[config.mk]
export PLATFORM = sky130hd
export DESIGN_NAME = dec7seg_scan
export DESIGN_NICKNAME = d
export VERILOG_FILES = /design/src/rtl/dec7seg_scan.sv
export SDC_FILE = /design/constraint.sdc
export NUM_CORES = 1
export LEC_CHECK = 0
export BUFFER_PORTS_ARGS = -buffer_cell sky130_fd_sc_hd__buf_2
export CAP_MARGIN = 20
export CORE_MARGIN = 10
export CORE_UTILIZATION = 57
export CTS_BUF_LIST = sky130_fd_sc_hd__clkbuf_8
export CTS_CLUSTER_DIAMETER = 30
export DETAILED_ROUTE_END_ITERATION = 6
export PLACE_DENSITY = 0.79
export SLEW_MARGIN = 20
export SYNTH_ARGS = -nofsm -noshare
export SYNTH_HDL_FRONTEND = slang
export SYNTH_SLANG_ARGS = --single-unit
[constraint.sdc]
create_clock -name clk -period 2.55 [get_ports clk]
set_input_delay 0.6375 -clock clk [delete_from_list [all_inputs] [get_ports clk]]
set_output_delay 0.6375 -clock clk [all_outputs]
set_load 0.05 [all_outputs]
[src/rtl/dec7seg_scan.sv]
// Time-multiplexed 7-segment driver: captures a packed digit word, scans DIGITS
// anodes from one shared segment bus, with blanking, leading-zero suppression and polarity select.
module dec7seg_scan #(
    parameter int DIGITS     = 4,
    parameter int SCAN_DIV   = 1000,
    parameter int HEX        = 0,
    parameter int ACTIVE_LOW = 0
) (
    input  logic                  clk,
    input  logic                  RST_L,
    input  logic [4*DIGITS-1:0]   codes,
    input  logic [DIGITS-1:0]     dps,
    input  logic                  load,
    input  logic                  BL_L,
    input  logic                  LZ_L,
    output logic [0:6]            seg,
    output logic                  dp,
    output logic [DIGITS-1:0]     an,
    output logic                  frame
);

    localparam int CNT_W = (SCAN_DIV > 1) ? $clog2(SCAN_DIV) : 1;
    localparam int IDX_W = (DIGITS > 1) ? $clog2(DIGITS) : 1;
    localparam logic [CNT_W-1:0] CNT_LAST = CNT_W'(SCAN_DIV - 1);
    localparam logic [IDX_W-1:0] IDX_LAST = IDX_W'(DIGITS - 1);
    localparam logic             POL      = (ACTIVE_LOW != 0);

    logic [CNT_W-1:0]    cnt_q,   cnt_d;
    logic [IDX_W-1:0]    idx_q,   idx_d;
    logic [4*DIGITS-1:0] codes_q, codes_d;
    logic [DIGITS-1:0]   dps_q,   dps_d;
    logic [0:6]          seg_q,   seg_d;
    logic                dp_q,    dp_d;
    logic [DIGITS-1:0]   an_q,    an_d;
    logic                frame_q, frame_d;

    logic                wrap;
    logic [3:0]          cur_code;
    logic                cur_dp;
    logic                cur_supp;
    logic [DIGITS-1:0]   lz_mask;
    logic [DIGITS-1:0]   an_l;
    logic [0:6]          seg_l;
    logic                dp_l;
    logic                lead;

    function automatic logic [0:6] decode(input logic [3:0] c);
        logic [0:6] s;
        case (c)
            4'h0: s = 7'b1111110;
            4'h1: s = 7'b0110000;
            4'h2: s = 7'b1101101;
            4'h3: s = 7'b1111001;
            4'h4: s = 7'b0110011;
            4'h5: s = 7'b1011011;
            4'h6: s = 7'b1011111;
            4'h7: s = 7'b1110000;
            4'h8: s = 7'b1111111;
            4'h9: s = 7'b1110011;
            4'hA: s = 7'b1110111;
            4'hB: s = 7'b0011111;
            4'hC: s = 7'b1001110;
            4'hD: s = 7'b0111101;
            4'hE: s = 7'b1001111;
            default: s = 7'b1000111;
        endcase
        if (HEX == 0 && c > 4'h9) begin
            s = 7'b0000000;
        end
        return s;
    endfunction

    // Scan timing and shadow capture
    always_comb begin
        wrap    = (cnt_q == CNT_LAST);
        cnt_d   = wrap ? '0 : cnt_q + 1'b1;
        idx_d   = idx_q;
        if (wrap) begin
            idx_d = (idx_q == IDX_LAST) ? '0 : idx_q + 1'b1;
        end
        frame_d = wrap && (idx_q == IDX_LAST);
        codes_d = load ? codes : codes_q;
        dps_d   = load ? dps : dps_q;
    end

    // A digit is suppressible when it and every more-significant digit are zero
    always_comb begin
        lead    = 1'b1;
        lz_mask = '0;
        for (int i = DIGITS - 1; i >= 1; i--) begin
            lead       = lead && (codes_q[4*i +: 4] == 4'h0);
            lz_mask[i] = lead;
        end
    end

    always_comb begin
        cur_code = 4'h0;
        cur_dp   = 1'b0;
        cur_supp = 1'b0;
        an_l     = '0;
        for (int i = 0; i < DIGITS; i++) begin
            if (idx_q == IDX_W'(i)) begin
                cur_code = codes_q[4*i +: 4];
                cur_dp   = dps_q[i];
                cur_supp = lz_mask[i];
                an_l[i]  = 1'b1;
            end
        end
    end

    // Output decode; blanking overrides everything, polarity applied last
    always_comb begin
        seg_l = decode(cur_code);
        dp_l  = cur_dp;
        if (!LZ_L && cur_supp) begin
            seg_l = 7'b0000000;
        end
        if (!BL_L) begin
            seg_l = 7'b0000000;
            dp_l  = 1'b0;
        end
        seg_d = seg_l ^ {7{POL}};
        dp_d  = dp_l ^ POL;
        an_d  = (BL_L ? an_l : '0) ^ {DIGITS{POL}};
    end

    always_ff @(posedge clk) begin
        if (!RST_L) begin
            cnt_q   <= '0;
            idx_q   <= '0;
            codes_q <= '0;
            dps_q   <= '0;
            seg_q   <= {7{POL}};
            dp_q    <= POL;
            an_q    <= {DIGITS{POL}};
            frame_q <= 1'b0;
        end else begin
            cnt_q   <= cnt_d;
            idx_q   <= idx_d;
            codes_q <= codes_d;
            dps_q   <= dps_d;
            seg_q   <= seg_d;
            dp_q    <= dp_d;
            an_q    <= an_d;
            frame_q <= frame_d;
        end
    end

    assign seg   = seg_q;
    assign dp    = dp_q;
    assign an    = an_q;
    assign frame = frame_q;

endmodule
# After elaboration in Yosys (flattened, before gate mapping)
# Memories as Yosys holds them, arrays and structs flattened. A register that Yosys moved wholly into a read port is not among the register bits.
# Cells that the tools add are included.
# op_classes
addsub	2
order_cmp	1
n_eq_ne	4
mux	16
bitwise_logic	2
reduce_logical	12
# ops
op	count
$mux W4	4
$logic_not A4 Y1	3
$mux W1	11
$add A10 B1 Y10 const B	1
$eq A10 B10 Y1 const B	1
$eq A2 B2 Y1 const B	2
$gt A4 B4 Y1 const B	1
$logic_and A1 B1 Y1	4
$reduce_or A4 Y1	1
$add A2 B1 Y2 const B	1
$eq A2 B1 Y1 const B	1
$logic_not A2 Y1	1
$mux W2	1
$not A1 Y1	2
$reduce_and A2 Y1	1
$reduce_or A2 Y1	1
$logic_not A1 Y1	1
# totals
register_bits	38
romBits	112
inputBits	25
out_inout_bits	13
wordCells	45
mem_count	1
# memory_table
name	depth	width	read_ports	rd_clocked_by_memory_dff	write_ports	line	source
(name not given)	16	7	1	1	0	49	case (c)

# Logic depth before layout (Yosys ltp)
# Gate-level depths: netlist of run 1.
# logic_depth
depth_word	8
depth_mapped	11
ltp_nobuf	10

# Worst setup path after synthesis of run 1
# No wires, ideal clock.
# synth_timing
kind	register to register
from	register idx_q[0]
to	register seg_q, in the netlist seg[1]
setup_time_ns	0.079
arrival_time_ns	2.189
t_required_ns	2.471
setup_slack_ns	0.282
path_stages_with_launch	10
n_path_buf	1
synth_period_minus_slack_ns	2.268
path_cell_list	dfxtp_1 -> inv_1 -> ha_1 -> buf_4 -> a211oi_1 -> a221o_1 -> inv_1 -> ha_1 -> mux2_2 -> a211oi_2
# synth_between
elab_chain_len	7
word_cells_on_any_way	14
cone_classes	order compare: 1; eq/ne: 3; mux: 7; reduce/logical: 3
# synth_rtl
element	line	source
start: declaration	29	logic [IDX_W-1:0] idx_q, idx_d;
start signal: assignment	139	idx_q <= idx_d;
$logic_not A2 Y1	102	if (idx_q == IDX_W'(i)) begin
$mux W4 (4 in series)	102	
$gt A4 B4 Y1	67	if (HEX == 0 && c > 4'h9) begin
$reduce_or A4 Y1 (no source line)	n/a	
end: declaration	32	logic [0:6] seg_q, seg_d;
# Several ways; a longest one is shown, not always the timed one.
# A chain may end at the register's enable or synchronous reset.

# Worst setup path after layout of run 1
# layout_timing
from	register idx_q[1]
to	register seg_q, in the netlist seg[1]
# The elaborated chain is that of the path after synthesis.

==> flow_metrics.env, run 1 <==
export IMPL_synth_top_family_by_area="simple AND/OR/NAND/NOR gates"
export IMPL_avgSynthCellArea_um2=9.68
export IMPL_via_count=1619
export IMPL_yosys_area_share_simple_pct=22.1
export IMPL_cts_tree="done"
export IMPL_clkPwrFrac_pct=30.2
export IMPL_groute_usage_overall_pct=13.8
export IMPL_maxCapViolCount=0
export IMPL_hold_violations=0
export IMPL_wl_per_cell_um=13.2
export IMPL_swShare_pct=26.1
export IMPL_die_y_um=81.6
export IMPL_drv_slew=0
export IMPL_synth_mux_area_share_pct=11.8
export IMPL_io_pins=38
export IMPL_slowest_delay_ns=0.42
export IMPL_cts_max_level=2
export IMPL_critPathMaxFanout=12
export IMPL_row_count=22
export IMPL_root_buffer="clkbuf_8"
export IMPL_place_gp_congestion=0.804
export IMPL_ys_seq_elements=45
export IMPL_numPortBuffers=37
export IMPL_fin_area_um2=2480
export IMPL_cts_buffers=5
export IMPL_fin_util_pct=67.8
export IMPL_synth_xor_area_share_pct=2.84
export IMPL_critPathKind="flop to flop"
export IMPL_die_w_um=81.6
export IMPL_routed_via_density=5.21
export IMPL_cp_slowest_cell="a221o_2"
export IMPL_fin_nets=299
export IMPL_firstDrtPassIters=4
export IMPL_drt_initial_drc_count=38
export IMPL_rsz0062_at_grt="no"
export IMPL_grt_pass1_vias=1632
export IMPL_grt_pass1_wl_um=7410
export IMPL_yosysSeqAreaShare_pct=41.7
export IMPL_min_period_over_period_pct=90.8
export IMPL_p_switching_uw=355
export IMPL_worstHoldPathType="flop to flop"
export IMPL_fin_setup_tns_ns=0
export IMPL_diodes=0
export IMPL_power_internal_mw=1.01
export IMPL_cp_cell_sequence="inv_1 > ha_2 > nand3b_1 > a221o_2 > inv_1 > ha_1 > mux2_2 > a211oi_2"
export IMPL_cp_arrival_ns=2.53
export IMPL_status="finished, final reports clean"
export IMPL_synth_net_count=260
export IMPL_cpMostUsedCell="inv_1"
export IMPL_yosys_area_share_adder_pct=6.95
export IMPL_power_density_nw_per_um2=548
export IMPL_synth_compound_area_share_pct=9.79
export IMPL_drive_gt1_share_pct=23.6
export IMPL_clock_path_buffers=2
export IMPL_areaGrowthSynthToFinish_pct=14.9
export IMPL_crit_path_start_kind="flop"
export IMPL_setup_viol=0
export IMPL_worstPathRequired_ns=2.77
export IMPL_drc=0
export IMPL_fin_crit_ns=2.32
export IMPL_path_clk_slew_ns=0.08
export IMPL_p_comb_share_pct=14.4
export IMPL_finalClockSkew_ns=0.00673
export IMPL_start_util_pct=59.0
export IMPL_synth_ff_type="dfxtp_1"
export IMPL_ys_warnings_count=0
export IMPL_end_kind="flop"
export IMPL_grt_max_degree=32
export IMPL_relSlewSlack_pct=60.4
export IMPL_synthArstFlopShare_pct=0
export IMPL_ys_types=38
export IMPL_syn_cell_area_um2=2160
export IMPL_synthCells=223
export IMPL_die_area_um2=6650
export IMPL_placed_area_um2=2390
export IMPL_p_leak_nw=1.10
export IMPL_p_seq_share_pct=55.4
export IMPL_clock_fmax_mhz=432
export IMPL_antenna_left=0
export IMPL_antenna_found_initial=0
export IMPL_routed_wirelength_um=4110
export IMPL_cts_sinks=45
export IMPL_worst_slew_pin_slew_ns=0.594
export IMPL_clock_latency_ns=0.29
export IMPL_fillCellCount=317
export IMPL_ir_drop_v=0.000318
export IMPL_synth_edf_count=0
export IMPL_dp_hpwl_um=3150
export IMPL_fp_coreArea_um2=3660
export IMPL_gr_total_overflow=0
## critical path, delay by kind of cell (launching register included)
kind / cells / cell delay, ns
buffers and inverters: 2 / 0.23
multiplexers: 1 / 0.29
AO/OA/AOI/OAI: 2 / 0.61
adder cells (fa/ha/maj): 2 / 0.54
AND/OR/NAND/NOR: 1 / 0.18
flip-flops: 1 / 0.38
## state kept, by name, indices dropped and copies added, names as in the netlist
signal,cells
codes_q,16
cnt_q,10
seg,7
an,4
dps_q,4
idx_q,2
dp,1
frame,1
## final timing paths
kind,slack (ns),startpoint,cells past startpoint,to
worst max-delay path,0.23,idx_q[1]$_SDFFE_PN0N_,8,seg[1]$_SDFF_PP0_
worst min register to register,0.47,cnt_q[0]$_SDFF_PP0_,1,cnt_q[0]$_SDFF_PP0_
worst max register to register,0.23,idx_q[1]$_SDFFE_PN0N_,8,seg[1]$_SDFF_PP0_
worst min-delay path,0.47,cnt_q[0]$_SDFF_PP0_,1,cnt_q[0]$_SDFF_PP0_
## through the flow
stage | hold WS, ns | power (mW) | worst slack (ns) | instances
2_1_floorplan | 0.413 | 0.910 | 0.282 | 223
4_1_cts | 0.475 | 1.38 | 0.0901 | 311
6_report | 0.469 | 1.36 | 0.234 | 311
3_5_place_dp | 0.462 | 0.966 | 0.133 | 303
3_3_place_gp | 0.427 | 0.961 | 0.238 | 303
5_1_grt | 0.501 | 1.44 | 0.0433 | 311
## cells by family after synthesis
kind of cell / count (synthesis)
xor gates and xnor gates: 7
AOI/OAI and AO/OA: 29
buffers and inverters: 23
muxes: 25
adders and majority gates: 12
DFF: 45
and+or+nand+nor: 82
## Yosys cell counts (5+ instances only)
| master | count | area share [%] |
|---|---|---|
| a21oi_1 | 9 | 2.1 |
| and3_1 | 6 | 1.7 |
| clkbuf_1 | 5 | 0.87 |
| dfxtp_1 | 45 | 42 |
| ha_1 | 12 | 7.0 |
| inv_1 | 12 | 2.1 |
| mux2i_1 | 22 | 10 |
| nand2_1 | 12 | 2.1 |
| nand3b_1 | 5 | 1.7 |
| nor2_1 | 12 | 2.1 |
| nor2b_1 | 22 | 6.4 |
| nor3b_1 | 5 | 1.7 |
## power by group through the flow
stage               Sequential [mW]  Clock (mW)  Combinational [mW]
floorplan                     0.797           0               0.113
global placement              0.769           0               0.192
detailed placement            0.770           0               0.196
CTS                           0.754       0.429               0.197
global route                  0.758       0.458               0.220
finish                        0.753       0.411               0.196
## metal layers
layer	track usage (%)	up-vias	share of wire, %
met3	4.59	9	6.4
li1	-	847	-
met1	15.9	724	45
met4	5.71	0	2.0
met5	0	-	0
met2	23.1	39	47
## layout by cell type, fill, tap and decap left out, types with 3 or more instances in the layout
cell / count
a21oi_1: 9
inv_1: 14
xor2_1: 3
nand3_1: 4
mux2i_1: 22
a211oi_1: 4
nand3b_1: 5
clkbuf_8: 5
dfxtp_1: 45
and3_1: 6
nor2_1: 12
nor2b_1: 22
xnor2_1: 4
mux2_2: 3
nor3b_1: 5
nor4_1: 4
buf_4: 6
buf_2: 37
o21ai_0: 4
and2_1: 3
nand2_1: 12
ha_1: 10
## layout make-up
class                      count  area (um2)  area share (%)
inverter                      12        45.0            1.82
timing repair buffer          43         230            9.28
clock inverter                 3        15.0           0.605
sequential                    45         901            36.3
clock buffer                   5        68.8            2.77
multi-input combinational    155        1160            46.8
tap                           48        60.1            2.42
## what timing repair did
action	4_1_cts	5_1_grt
setup buffers	0	0
hold buffers	0	0
resized for setup	0	4
setup endpoints to repair	0	6
Power figures use the tool's default switching activity.
==> inputs of run 2 (changes only) <==
CORE_UTILIZATION = 55   (was 57)
CTS_BUF_LIST = default   (was sky130_fd_sc_hd__clkbuf_8)
GPL_TIMING_DRIVEN = 0   (was default)
PLACE_DENSITY = 0.77   (was 0.79)
SLEW_MARGIN = default   (was 20)
==> run 2 against run 1 <==
Effect of this change:
- first-iteration DRC count is 87% higher
- hold slack got worse by 0.0085 ns
- clock power rose by 6.8%
- non-clock buffer count grew 4
- critical endpoint unchanged
- critical path type unchanged
- sequential power about the same
- global-route usage shrank 1.3 points
- power up 1.8%
==> flow_metrics.env, run 2 (synthesis results as in run 1) <==
export IMPL_status="finished, final reports clean"
export IMPL_min_period_over_period_pct=95.4
export IMPL_clock_fmax_mhz=411
export IMPL_largest_register="codes_q"
export IMPL_seq_area_um2=903
export IMPL_root_buffer="clkbuf_8"
export IMPL_die_area_um2=6830
export IMPL_dp_hpwl_um=3150
export IMPL_die_y_um=82.7
export IMPL_slowest_delay_ns=0.37
export IMPL_fin_setup_tns_ns=0
export IMPL_place_gp_congestion=0.879
export IMPL_gr_total_overflow=0
export IMPL_numPortBuffers=36
export IMPL_multi_input_area_um2=1160
export IMPL_worst_slew_pin_slew_ns=0.795
export IMPL_clock_path_buffers=2
export IMPL_antenna_found_initial=0
export IMPL_rsz0062_at_grt="no"
export IMPL_worstHoldPathType="flop to flop"
export IMPL_wl_per_cell_um=12.9
export IMPL_groute_usage_overall_pct=12.5
export IMPL_areaGrowthSynthToFinish_pct=15.8
export IMPL_hold_violations=0
export IMPL_cp_slowest_cell="ha_1"
export IMPL_critPathMaxFanout=10
export IMPL_worstPathRequired_ns=2.78
export IMPL_fin_crit_ns=2.43
export IMPL_drive_gt1_share_pct=23.6
export IMPL_cts_buffers=5
export IMPL_finalPower_mw=1.39
export IMPL_relSlewSlack_pct=46.4
export IMPL_io_pins=38
export IMPL_cpMostUsedCell="ha_1"
export IMPL_drt_initial_drc_count=71
export IMPL_grt_pass1_wl_um=6730
export IMPL_ir_drop_v=0.000407
export IMPL_antenna_left=0
export IMPL_drc=0
export IMPL_via_count=1593
export IMPL_fin_nets=303
export IMPL_row_count=22
export IMPL_fin_util_pct=67.3
export IMPL_clock_latency_ns=0.31
export IMPL_final_common_cell="dfxtp_1"
export IMPL_power_density_nw_per_um2=554
export IMPL_maxCapViolCount=0
export IMPL_path_clk_slew_ns=0.09
export IMPL_die_w_um=82.7
export IMPL_final_cell_mix="43 x dfxtp_1, 37 x buf_2, 22 x mux2i_1, 22 x nor2b_1"
export IMPL_critPathKind="flop to flop"
export IMPL_diodes=0
export IMPL_p_leak_nw=1.11
export IMPL_drv_slew=0
export IMPL_routed_wirelength_um=4080
export IMPL_routed_via_density=5.06
export IMPL_largest_reg_flops=16
export IMPL_finalClockSkew_ns=0.00841
export IMPL_cts_sinks=45
export IMPL_cp_arrival_ns=2.66
export IMPL_cts_tree="done"
export IMPL_setup_viol=0
export IMPL_end_kind="flop"
export IMPL_start_util_pct=58.1
export IMPL_firstDrtPassIters=4
export IMPL_post_cts_buffers=0
export IMPL_fp_coreArea_um2=3720
export IMPL_cp_cell_sequence="ha_1 > clkbuf_4 > buf_4 > nor3b_1 > a221o_2 > inv_1 > ha_1 > mux2_2 > a211oi_2"
export IMPL_fillCellCount=314
export IMPL_grt_pass1_vias=1536
export IMPL_crit_path_start_kind="flop"
export IMPL_cts_max_level=2
export IMPL_grt_max_degree=16
## run 2: changes by cell type in the layout (fill, tap and decap cells not counted), moves of 2 or more
cell,change
dfxtp_2,+2
inv_1,-2
dfxtp_1,-2
clkbuf_1,+5
ha_2,-2
ha_1,+2
buf_4,-3
## run 2: critical path, delay by kind of cell, from the launching register on
| family | cells | cell delay [ns] |
|---|---|---|
| adders and majority gates | 2 | 0.57 |
| buffers and inverters | 3 | 0.46 |
| AOI/OAI and AO/OA | 2 | 0.45 |
| DFF | 1 | 0.34 |
| muxes | 1 | 0.30 |
| and+or+nand+nor | 1 | 0.24 |
## run 2: path summary, 6_finish.rpt
path                         endpoint  cells past startpoint  slack (ns)                   from
setup reg to reg    seg[1]$_SDFF_PP0_                      9        0.12  idx_q[0]$_SDFFE_PN0N_
hold reg to reg   cnt_q[0]$_SDFF_PP0_                      1        0.46    cnt_q[0]$_SDFF_PP0_
setup / recovery    seg[1]$_SDFF_PP0_                      9        0.12  idx_q[0]$_SDFFE_PN0N_
hold / removal    cnt_q[0]$_SDFF_PP0_                      1        0.46    cnt_q[0]$_SDFF_PP0_
## run 2: cell type report
cell class,instances,area share (%)
Tap cell,48,2.40
Multi-Input combinational cell,155,46.2
Clock inverter,3,0.851
Buffer,11,2.60
Clock buffer,5,2.75
Sequential cell,45,36.1
Timing Repair Buffer,36,7.21
Inverter,12,1.80
## run 2: stage by stage
stage / worst slack (ns) / area [um2] / std cells / hold WS [ns]
6_report: 0.116 / 2500 / 315 / 0.460
2_1_floorplan: 0.282 / 2160 / 223 / 0.413
4_1_cts: 0.0171 / 2490 / 315 / 0.457
3_5_place_dp: 0.0665 / 2400 / 307 / 0.444
5_1_grt: 0.0158 / 2500 / 315 / 0.494
3_3_place_gp: 0.0473 / 2400 / 307 / 0.429
## run 2: layer usage
metal  global-route usage, %  vias up  share of wire [%]
li1                        -      862                  -
met1                    15.8      686                 48
met2                    18.7       39                 43
met3                    4.10        6                7.3
met4                    6.52        0                1.6
met5                       0        -                  0
## run 2: what timing repair did
action                                 CTS  global route
setup endpoints to repair                0             4
hold buffers                             0             0
endpoints found under the hold margin    0             0
gates resized for setup                  0             7
## run 2: report_power, final
part / switching [mW] / internal (mW)
clock: 0.245 / 0.194
combinational: 0.111 / 0.0833
sequential: 0.0178 / 0.734
